File: config.mk
export PLATFORM = sky130hd
export DESIGN_NAME = ras_ctrl
export DESIGN_NICKNAME = d
export VERILOG_FILES = /design/src/rtl/ras_ctrl.sv
export SDC_FILE = /design/constraint.sdc
export NUM_CORES = 1
export LEC_CHECK = 0
export ABC_AREA = 1
export ABC_CLOCK_PERIOD_IN_PS = 4600
export CORE_UTILIZATION = 30
export DETAILED_ROUTE_END_ITERATION = 6
export SLEW_MARGIN = 0
export SYNTH_ARGS = -nofsm -noshare
export SYNTH_HDL_FRONTEND = slang
export SYNTH_SLANG_ARGS = --single-unit
File: constraint.sdc
create_clock -name clk -period 4.6 [get_ports clk]
set_input_delay 1.38 -clock clk [delete_from_list [all_inputs] [get_ports clk]]
set_output_delay 1.38 -clock clk [all_outputs]
set_load 0.01 [all_outputs]
File: src/rtl/ras_ctrl.sv
// ras_ctrl: return-address stack controller, TOS held in a register with the
// entries below it kept in an attached dual-port BRAM (port A write, port B read).
module ras_ctrl #(
   parameter int DEPTH = 1024,
   parameter int WIDTH = 36,
   localparam int ADDR = $clog2(DEPTH),
   localparam int CW   = $clog2(DEPTH + 1)
) (
   input  logic             clk,
   input  logic             rst,
   input  logic             push,
   input  logic [WIDTH-1:0] push_data,
   input  logic             pop,
   input  logic             restore,
   input  logic [ADDR-1:0]  restore_sp,
   input  logic [CW-1:0]    restore_count,
   input  logic [WIDTH-1:0] restore_top,
   output logic [WIDTH-1:0] top,
   output logic             top_valid,
   output logic [ADDR-1:0]  sp,
   output logic [CW-1:0]    count,
   output logic             overflow,
   output logic             underflow,
   output logic             rea,
   output logic             wea,
   output logic [ADDR-1:0]  waddra,
   output logic [WIDTH-1:0] wia,
   output logic [ADDR-1:0]  raddra,
   output logic             reb,
   output logic             web,
   output logic [ADDR-1:0]  raddrb,
   output logic [ADDR-1:0]  waddrb,
   output logic [WIDTH-1:0] wib,
   input  logic [WIDTH-1:0] dob
);
   localparam logic [CW-1:0] FULL = CW'(DEPTH);
   logic [WIDTH-1:0] second_q, second;
   logic             sel_dob, empty, many, do_pp, do_push, do_pop;
   assign empty   = count == '0;
   assign many    = count >= CW'(2);
   // push&pop on a non-empty stack only replaces TOS; on an empty one it is a push
   assign do_pp   = !restore && push && pop && !empty;
   assign do_push = !restore && push && !do_pp;
   assign do_pop  = !restore && pop && !push;
   assign second  = sel_dob ? dob : second_q;
   assign top_valid = !empty;
   assign rea    = 1'b0;
   assign raddra = '0;
   assign wea    = do_push && !empty;
   assign waddra = sp;
   assign wia    = top;
   assign web    = 1'b0;
   assign waddrb = '0;
   assign wib    = '0;
   assign reb    = restore ? restore_count >= CW'(2) : do_pop && many;
   assign raddrb = restore ? restore_sp - ADDR'(1) : sp - ADDR'(2);
   always_ff @(posedge clk or posedge rst) begin
      if (rst) begin
         top       <= '0;
         sp        <= '0;
         count     <= '0;
         second_q  <= '0;
         sel_dob   <= 1'b0;
         overflow  <= 1'b0;
         underflow <= 1'b0;
      end else begin
         second_q  <= second;
         sel_dob   <= 1'b0;
         overflow  <= do_push && count == FULL;
         underflow <= do_pop && empty;
         if (restore) begin
            top     <= restore_top;
            sp      <= restore_sp;
            count   <= restore_count;
            sel_dob <= restore_count >= CW'(2);
         end else if (do_pp) begin
            top <= push_data;
         end else if (do_push) begin
            top <= push_data;
            if (!empty) begin
               second_q <= top;
               sp       <= sp + ADDR'(1);
            end
            if (count != FULL) count <= count + CW'(1);
         end else if (do_pop && !empty) begin
            count <= count - CW'(1);
            if (many) begin
               top     <= second;
               sp      <= sp - ADDR'(1);
               sel_dob <= 1'b1;
            end
         end
      end
   end
endmodule

==> metrics.txt, run 1 <==
status complete, no violations; die width around 150 um; Critical Path AT about 3.1 ns; n_diodes 0; count leader, synth nand2_1; # DRC 0; Boundary Pins 310; Synth Area in XOR/XNOR about 1.3%; initial antenna violation count 0; period utilisation layout between 90% and 100%; Pwr Density about 360 nW/um2; Netlist cell types 40; Leak between 4 and 5 nW; EDFF count, synth 0; Routed Antenna Nets 0; Total Routing Usage GR roughly 18%; Longest Clk Path Bufs 2; Cells after Synth around 900; Ys Warns 0; ys async rst share 100%; first-pass GRT wire length 33.8 mm; Seq/Total Area, Yosys a little over a third; max-slew violation count 0; root buf cell clkbuf_16; Compound-Gate Fraction of Synth Area 18.5%; Critical Path End raddrb[9]; Clock Latency Late Sink around 0.36 ns; Routed WL per cell approximately 15 um; r2r startpoint count[5]; worst hold path class flip-flop to flip-flop; Final Util between 40% and 50%; Area Growth Syn to Fin 38.5%; Clock Sinks 96; Cell Rows 55; via/cell ratio around 4.7; Max Fclk around 220 MHz; CP required 3.22 ns; Hold Violations, Final 0; Critical Path Start restore_sp[2]; FF-to-FF End sp[8]; path depth of the worst reg2reg path 16; DP HPWL between 15 and 20 mm; initial DRC count roughly 320; CP Launch Type input port; core area between 20000 and 25000 um2; Slew HR 39.3%; share of cells above drive strength 1 under 10%; WHS between 0.5 and 0.6 ns; NumNets Final between 1000 and 1500; RSZ-0062 raised after global routing no; worst setup path class input port to primary output; area leader, netlist dfrtp_1; share of the synthesized area in the top cell type a little over a third; vias about 6700; Area after DPL approximately 9200 um2; Port Buf Inserts 251; crit end category primary output; Commonest cells post-synth 226 x nand2_1, 109 x buf_4, 96 x dfrtp_1, 82 x nor2_1, 59 x inv_1; synthesized flop and latch total 96; Synth Area in Simple Gates 22.1%; pin count of the biggest net entering global routing 73; drt first pass iters 5; total gr overflow 0; CTS tree done; Final GP Congestion 0.827; CTS Buf Count 9; Max H-tree Level 3; final setup fails 0; Chip Height ~150 um; max-cap violations 0; Most used DFF post-synth dfrtp_1; min cycle time layout between 4 and 5 ns; Max VDD drop ~0.19 mV; skew final slightly below 0.01 ns; Initial Util between 30% and 40%; post-route cell area roughly 9600 um2; number of global-route vias before repair 6334; Mapped Avg Cell Area about 7.5 um2; setup slack, reg-to-reg between 1.5 and 2 ns; DIE AREA ~24000 um2; adder-cell area share of the yosys netlist 4.02%; Crit Path Max Fanout 3; actual slew at the worst max-slew pin around 0.91 ns; main combinational cell family by area after synthesis simple AND/OR/NAND/NOR gates; final WL around 21 mm; synthesized area 6900 um2; mux contribution to synthesized area about 1.7%; largest cells by area after synthesis dfrtp_1 35%, nand2_1 12%, buf_4 12%, nor2_1 4.5%, o21ai_0 3.5%; clock slew at reported path FFs around 0.07 ns
[layout make-up]
class	count	area, um2
timing repair buffer	278	2710
inverter	60	228
clock inverter	7	72.6
sequential	96	2400
tap	285	357
multi-input combinational	675	3560
fill	2277	13000
clock buffer	9	225
[sequential cells by signal, summed over array words and instances, names as in the netlist]
name	cells
sel_dob	1
sp	10
count	11
underflow	1
overflow	1
second_q	36
top	36
[through the flow]
| step | std cells | power [W] | TNS [ns] | setup slack, ns |
|---|---|---|---|---|
| 2_1_floorplan | 974 | 0.00209 | 0 | 0.698 |
| 3_3_place_gp | 1394 | 0.00266 | -0.725 | -0.355 |
| 3_5_place_dp | 1394 | 0.00267 | -0.926 | -0.394 |
| 4_1_cts | 1410 | 0.00346 | 0 | 0.0294 |
| 5_1_grt | 1410 | 0.00368 | 0 | 0.000450 |
| 6_report | 1410 | 0.00342 | 0 | 0.0847 |
[routing by layer]
| layer | up-vias | wire (um) | track usage (%) |
|---|---|---|---|
| met5 | - | 0 | 0 |
| met4 | 0 | 254 | 4.52 |
| met3 | 17 | 1160 | 3.61 |
| met2 | 216 | 10400 | 31.6 |
| met1 | 3122 | 9420 | 22.8 |
| li1 | 3321 | - | - |
[worst min-delay path by stage]
stage / end / slack [ns] / from / cells after the start
after floorplan: second_q[27] / 0.52 / second_q[27] / 2
after global placement: second_q[24] / 0.52 / top[24] / 2
after detailed placement: second_q[32] / 0.53 / top[32] / 2
after CTS: second_q[32] / 0.55 / top[32] / 2
after global routing: count[7] / 0.57 / count[7] / 2
final: second_q[32] / 0.54 / top[32] / 2
[worst max-delay path, cell delays in order]
cell	delay [ns]
clkdlybuf4s50_1	0.42
inv_1	0.11
nand3_1	0.11
nor2_1	0.14
nand2_1	0.15
nor3_4	0.21
nand3_4	0.14
a31oi_4	0.19
dlygate4sd2_1	0.29
[timing repair]
action,CTS,global route
setup endpoints to repair,5,5
pin swaps,1,2
hold buffers,0,0
buffers inserted,0,0
resized for setup,7,17
[placed cells by master (no fill, tap or decap), types with 3 or more instances in the layout]
master	count
a21oi_1	22
a221oi_1	12
a31o_2	24
a31oi_1	27
buf_4	26
clkbuf_16	9
clkdlybuf4s50_1	244
conb_1	58
dfrtp_1	96
dlygate4sd2_1	3
ha_1	19
inv_1	57
mux2i_1	12
nand2_1	226
nand2_2	3
nand2_4	3
nand3_1	36
nor2_1	79
nor2_4	4
nor3_1	5
o21ai_0	48
o21ai_1	39
o21bai_1	3
o22ai_1	24
xnor2_1	3
xor2_1	7
[kinds of logic after synthesis]
family / after synthesis
DFF: 96
AOI/OAI and AO/OA: 206
and+or+nand+nor: 368
buffers and inverters: 203
other: 1
xor gates and xnor gates: 10
muxes: 12
adders and majority gates: 21
[where the power goes]
group / leakage (nW) / total, W / switching (W) / internal [W]
clock network: 0.143 / 0.000773 / 0.000389 / 0.000384
logic: 3.03 / 0.00151 / 0.000767 / 0.000747
registers: 1.15 / 0.00114 / 0.000154 / 0.000984
(Power assumes the default switching activity.)
==> run 2: changes to the inputs <==
- CTS_BUF_LIST: unset -> sky130_fd_sc_hd__clkbuf_8
==> run 2 against run 1 <==
Clock skew is 0.0079 ns higher. Worst hold slack improved by 0.0075 ns. Worst setup slack improved by 0.0094 ns. Register-to-register slack is essentially flat. Critical endpoint unchanged. Global-route usage hardly changed. Sequential share of layout area is 0.23 points higher. Non-clock buffer count did not move. Combinational power about the same. Critical path depth stayed put. Via count up 0.52%. Clock power is 24% lower.
==> metrics.txt, run 2 (same netlist as run 1, synthesis figures left out) <==
status complete, no violations; Routed WL per cell 15.1 um (+0.33%); setup slack, reg-to-reg 1.72 ns (about the same); Cell Rows 55 (unchanged); skew final 0.0175 ns (+0.00789 ns); number of global-route vias before repair 6320 (-0.22%); period utilisation layout 98.0% (-0.20 points); Max H-tree Level 3 (unchanged); DIE AREA 23600 um2 (unchanged); Longest Clk Path Bufs 2 (unchanged); initial DRC count 333 (+2.8%); Clock Sinks 96 (unchanged); NumNets Final 1275 (unchanged); Critical Path AT 3.13 ns (about the same); hold path endpoint second_q[32]; die width 154 um (unchanged); Total Routing Usage GR 18.1% (+0.049 points); Clock Latency Late Sink 0.40 ns (+0.04 ns); path depth of the worst reg2reg path 16 (unchanged); Port Buf Inserts 251 (unchanged); gr busiest metal met2; root buf cell clkbuf_8; n_diodes 0 (unchanged); most frequent cells in the layout 244 x clkdlybuf4s50_1, 225 x nand2_1, 96 x dfrtp_1, 78 x nor2_1, 58 x conb_1; CP required 3.22 ns (about the same); Critical Path Start restore_sp[4]; biggest regs second_q: 36 flops, top: 36 flops, count: 11 flops; HP Start top[32]; Max VDD drop 0.181 mV (-4.5%); cell count after placement 1394 (unchanged); CTS Hold Bufs 0 (unchanged); worst hold path class flip-flop to flip-flop; fin worst setup slack 0.0941 ns (+0.00940 ns); final WL 21.3 mm (+0.33%); Max Fclk 222 MHz (+0.21%); Slew HR 37.9% (-1.4 points); met1 usage 22.7% (about the same); Initial Util 30.6% (unchanged); hold depth 2 (unchanged); Non-Filler Instances 1410 (unchanged); DP HPWL 15.5 mm (unchanged); grt met2 use 31.6% (unchanged); final setup fails 0 (unchanged); GRT met3 Usage 3.78% (+0.17 points); area of the multi-input gates 3570 um2 (+0.28%); Chip Height 154 um (unchanged); pin count of the biggest net entering global routing 73 (unchanged); # DRC 0 (unchanged); Pwr Density 342 nW/um2 (-4.6%); first-pass GRT wire length 33.9 mm (about the same); Hold Violations, Final 0 (unchanged); Reg area 2400 um2 (unchanged); max-cap violations 0 (unchanged); vias 6711 (+0.52%); worst slack at placement -0.394 ns (unchanged); min cycle time layout 4.51 ns (-0.00940 ns); Boundary Pins 310 (unchanged); Area Growth Syn to Fin 37.3%; Crit Path Max Fanout 3 (unchanged); WHS 0.543 ns (+0.00747 ns); core area 22600 um2 (unchanged); total gr overflow 0 (unchanged); Final GP Congestion 0.827 (unchanged); drt first pass iters 7 (+2); most common cell after layout, fill and taps aside clkdlybuf4s50_1; clock slew at reported path FFs 0.11 ns (+0.04 ns); via/cell ratio 4.76 (+0.52%); CTS Buf Count 9 (unchanged); crit end category primary output; share of cells above drive strength 1 8.89% (+0.27 points); fill count 2280 (+0.13%); r2r startpoint count[5]; Area after DPL 9210 um2 (unchanged); CP Launch Type input port; Routed Antenna Nets 0 (unchanged); initial antenna violation count 0 (unchanged); FF-to-FF End sp[8]; actual slew at the worst max-slew pin 0.931 ns (+0.0213 ns); Final Util 42.0% (-0.38 points); max-slew violation count 0 (unchanged); CTS tree done; worst setup path class input port to primary output; Leak 4.27 nW (-1.1%); post-route cell area 9470 um2 (-0.89%)
-- run 2: cell count changes in the layout (fill, tap and decap cells not counted), sizes merged --
| cell | change |
|---|---|
| buf | -1 |
| clkdlybuf4s15 | +2 |
| dlygate4sd2 | -1 |
-- run 2: per-layer routing --
| metal | share of wire (%) | vias to the layer above |
|---|---|---|
| met5 | 0 | - |
| met4 | 1.2 | 0 |
| met3 | 5.6 | 16 |
| met2 | 49 | 234 |
| met1 | 44 | 3140 |
| li1 | - | 3321 |
-- run 2: how the worst max path moves through the flow --
stage	end	slack [ns]	cells past startpoint
after floorplan	raddrb[9]	0.70	6
after global placement	raddrb[9]	-0.36	9
after detailed placement	raddrb[9]	-0.39	9
after CTS	raddrb[8]	0.03	11
after global routing	raddrb[9]	-0.02	9
final	raddrb[9]	0.09	9
-- run 2: layout make-up --
class                      instances  share of cell area [%]
multi-input combinational        675                    37.7
timing repair buffer             278                    28.7
sequential                        96                    25.4
tap                              285                    3.76
inverter                          60                    2.40
clock buffer                       9                    1.31
clock inverter                     7                   0.766
-- run 2: worst max-delay path: stages --
cell and delay (ns):
clkdlybuf4s50_1 0.42, nor2_1 0.14, nand3_2 0.09, nor2_2 0.14, nand2_2 0.10, nor3_4 0.26, nand3_4 0.14, a31oi_4 0.20
clkdlybuf4s15_1 0.26
-- run 2: repair_timing --
action	4_1_cts	5_1_grt
buffers inserted	0	0
pin swaps	1	6
endpoints found under the setup margin	5	5
resized for setup	7	20
-- run 2: where the power goes --
group / leakage (nW) / switching [W] / total, W / internal, W
registers: 1.15 / 0.000154 / 0.00114 / 0.000983
logic: 3.03 / 0.000767 / 0.00152 / 0.000748
clock network: 0.0966 / 0.000372 / 0.000585 / 0.000213
total: 4.27 / 0.00129 / 0.00324 / 0.00194
-- run 2: per-stage QoR --
stage	setup TNS [ns]	total power [W]
finish	0	0.00324
CTS	0	0.00327
global route	-0.0238	0.00349
floorplan	0	0.00209
detailed placement	-0.926	0.00267
global placement	-0.725	0.00266
==> run 3: changes to the inputs <==
==> constraint.sdc (replaced) <==
create_clock -name clk -period 4.6 [get_ports clk]
set_input_delay 1.38 -clock clk [delete_from_list [all_inputs] [get_ports clk]]
set_output_delay 1.38 -clock clk [all_outputs]
set_load 0.005 [all_outputs]
==> run 3 against run 2 <==
Sequential cell count unchanged. Combinational power down 7%. Wire length down 0.21%. Critical path depth up 1. Cell area down 0.50%. Worst hold slack better by 0.0059 ns. Total power down 3.1%. Clock power about the same. Via count down 0.24%. Non-clock buffer count down 3. Die area unchanged. Largest power group unchanged.
==> metrics.txt, run 3 (same netlist as run 1, synthesis figures left out) <==
worst slack at placement -0.315 ns (+0.0790 ns); drt first pass iters 5 (-2); final setup TNS 0 ns (unchanged); Internal 0.00194 W (-0.31%); die width 154 um (unchanged); Initial Util 30.6% (unchanged); Comb pwr share 45.2% (-1.6 points); share of cells above drive strength 1 8.11% (-0.78 points); Hold Violations, Final 0 (unchanged); status complete, no violations; CP required 3.22 ns (about the same); Port Buf Inserts 251 (unchanged); clock group share of total power 18.5% (+0.4 points); max-slew violation count 0 (unchanged); Longest Clk Path Bufs 2 (unchanged); NumNets Final 1272 (-0.24%); number of global-route vias before repair 6363 (+0.68%); initial antenna violation count 0 (unchanged); Cell Chain, Critical Path clkdlybuf4s50_1, inv_1, nand3_1, nor2_1, nand2_1, nor3_4, nand3_2, nor2_1, a31oi_2, dlygate4sd2_1; setup slack, reg-to-reg 1.73 ns (about the same); Non-Filler Instances 1407 (-0.21%); CTS tree done; Crit Path Max Fanout 3 (unchanged); Critical Path End raddrb[9]; CP Launch Type input port; RSZ-0062 raised after global routing no; DIE AREA 23600 um2 (unchanged); Chip Height 154 um (unchanged); Clock Latency Late Sink 0.39 ns (about the same); post-CTS setup buffer count 0 (unchanged); most frequent cells in the layout 243 x clkdlybuf4s50_1, 226 x nand2_1, 96 x dfrtp_1, 81 x nor2_1, 58 x conb_1; r2r startpoint count[5]; Max VDD drop 0.159 mV (-12%); pin count of the biggest net entering global routing 73 (unchanged); cell count after placement 1391 (-0.22%); Routed WL per cell 15.1 um (about the same); Critical Path AT 3.11 ns (-0.02 ns); Slew HR 35.8% (-2.1 points); initial DRC count 306 (-8.1%); min cycle time layout 4.49 ns (-0.0202 ns); root buf cell clkbuf_8; path depth of the worst reg2reg path 16 (unchanged); CTS Buf Count 9 (unchanged); fin worst setup slack 0.114 ns (+0.0202 ns); Final Util 41.8% (-0.21 points); # DRC 0 (unchanged); Top cell by count, worst path nor2_1; final WL 21.2 mm (-0.21%); Max H-tree Level 3 (unchanged); vias 6695 (-0.24%); crit end category primary output; n_diodes 0 (unchanged); Pwr Density 333 nW/um2 (-2.6%); biggest regs second_q: 36 flops, top: 36 flops, count: 11 flops; Boundary Pins 310 (unchanged); area of the multi-input gates 3540 um2 (-0.81%); final setup fails 0 (unchanged); Worst path slowest cell clkdlybuf4s50_1; worst hold path class flip-flop to flip-flop; Reg area 2400 um2 (unchanged); Area Growth Syn to Fin 36.6%; fill count 2318 (+1.7%); Routed Antenna Nets 0 (unchanged); Final GP Congestion 0.825 (-0.16%); FF-to-FF End sp[8]; WHS 0.549 ns (+0.00588 ns); Sw Ratio 38.2% (-1.7 points); total gr overflow 0 (unchanged); DP HPWL 15.5 mm (about the same); Clock Sinks 96 (unchanged); Total Routing Usage GR 18.1% (about the same); Psw 0.00120 W (-7.2%); max-cap violations 0 (unchanged); Leak 4.27 nW (-0.18%); worst setup path class input port to primary output; via/cell ratio 4.76 (about the same); clock slew at reported path FFs 0.11 ns (about the same); Critical Path Start restore_sp[2]; Max Fclk 223 MHz (+0.45%); actual slew at the worst max-slew pin 0.962 ns (+0.0313 ns); period utilisation layout 97.5% (-0.44 points); first-pass GRT wire length 33.9 mm (+0.10%); Cell Rows 55 (unchanged); skew final 0.0144 ns (-0.00312 ns); core area 22600 um2 (unchanged); Seq pwr share 36.2% (+1.1 points); most common cell after layout, fill and taps aside clkdlybuf4s50_1; max incr delay on CP 0.43 ns (about the same)
## run 3: cell count changes in the layout (fill, tap and decap cells not counted), moves of 2 or more
cell           delta
nor2_1            +3
clkinv_4          -2
buf_4             -3
dlygate4sd2_1     +2
nor2_2            -3
## run 3: worst min-delay path by stage
| stage | startpoint | to | slack [ns] | cells after the start |
|---|---|---|---|---|
| final | top[24] | second_q[24] | 0.55 | 2 |
| after global routing | second_q[21] | second_q[21] | 0.58 | 2 |
| after CTS | top[24] | second_q[24] | 0.55 | 2 |
| after detailed placement | top[24] | second_q[24] | 0.53 | 2 |
| after global placement | top[24] | second_q[24] | 0.52 | 2 |
| after floorplan | top[35] | top[35] | 0.52 | 2 |
## run 3: power groups by stage
stage | logic, W | clock network, W | registers, W
4_1_cts | 0.00143 | 0.000614 | 0.00114
2_1_floorplan | 0.000887 | 0 | 0.00112
3_5_place_dp | 0.00142 | 0 | 0.00116
5_1_grt | 0.00159 | 0.000636 | 0.00116
6_report | 0.00142 | 0.000582 | 0.00114
3_3_place_gp | 0.00141 | 0 | 0.00115
## run 3: per-layer routing
| metal | GRT usage, % | vias to the layer above | share of wire, % |
|---|---|---|---|
| met5 | 0 | - | 0 |
| met4 | 4.10 | 0 | 1.3 |
| met3 | 4.51 | 18 | 6.2 |
| met2 | 31.5 | 236 | 49 |
| met1 | 22.5 | 3135 | 44 |
| li1 | - | 3306 | - |
## run 3: what timing repair did
| action | in CTS | in global routing |
|---|---|---|
| hold buffers | 0 | 0 |
| pin swaps | 3 | 1 |
| cloned | 0 | 0 |
| setup endpoints to repair | 4 | 5 |
| resized for setup | 8 | 9 |
## run 3: through the flow
stage / area (um2) / total power [W]
floorplan: 7120 / 0.00201
global placement: 9190 / 0.00257
detailed placement: 9190 / 0.00258
CTS: 9390 / 0.00318
global route: 9430 / 0.00339
finish: 9430 / 0.00314
## run 3: layout make-up
| class | instances | share of cell area, % |
|---|---|---|
| Timing Repair Buffer | 275 | 28.6 |
| Clock buffer | 9 | 1.31 |
| Inverter | 60 | 2.42 |
| Sequential cell | 96 | 25.5 |
| Tap cell | 285 | 3.78 |
| Multi-Input combinational cell | 675 | 37.6 |
| Clock inverter | 7 | 0.757 |
## run 3: worst max-delay path, delay by kind of cell
family / cells / cell delay, ns
buffers and inverters: 3 / 0.83
AND/OR/NAND/NOR: 6 / 0.82
AO/OA/AOI/OAI: 1 / 0.07
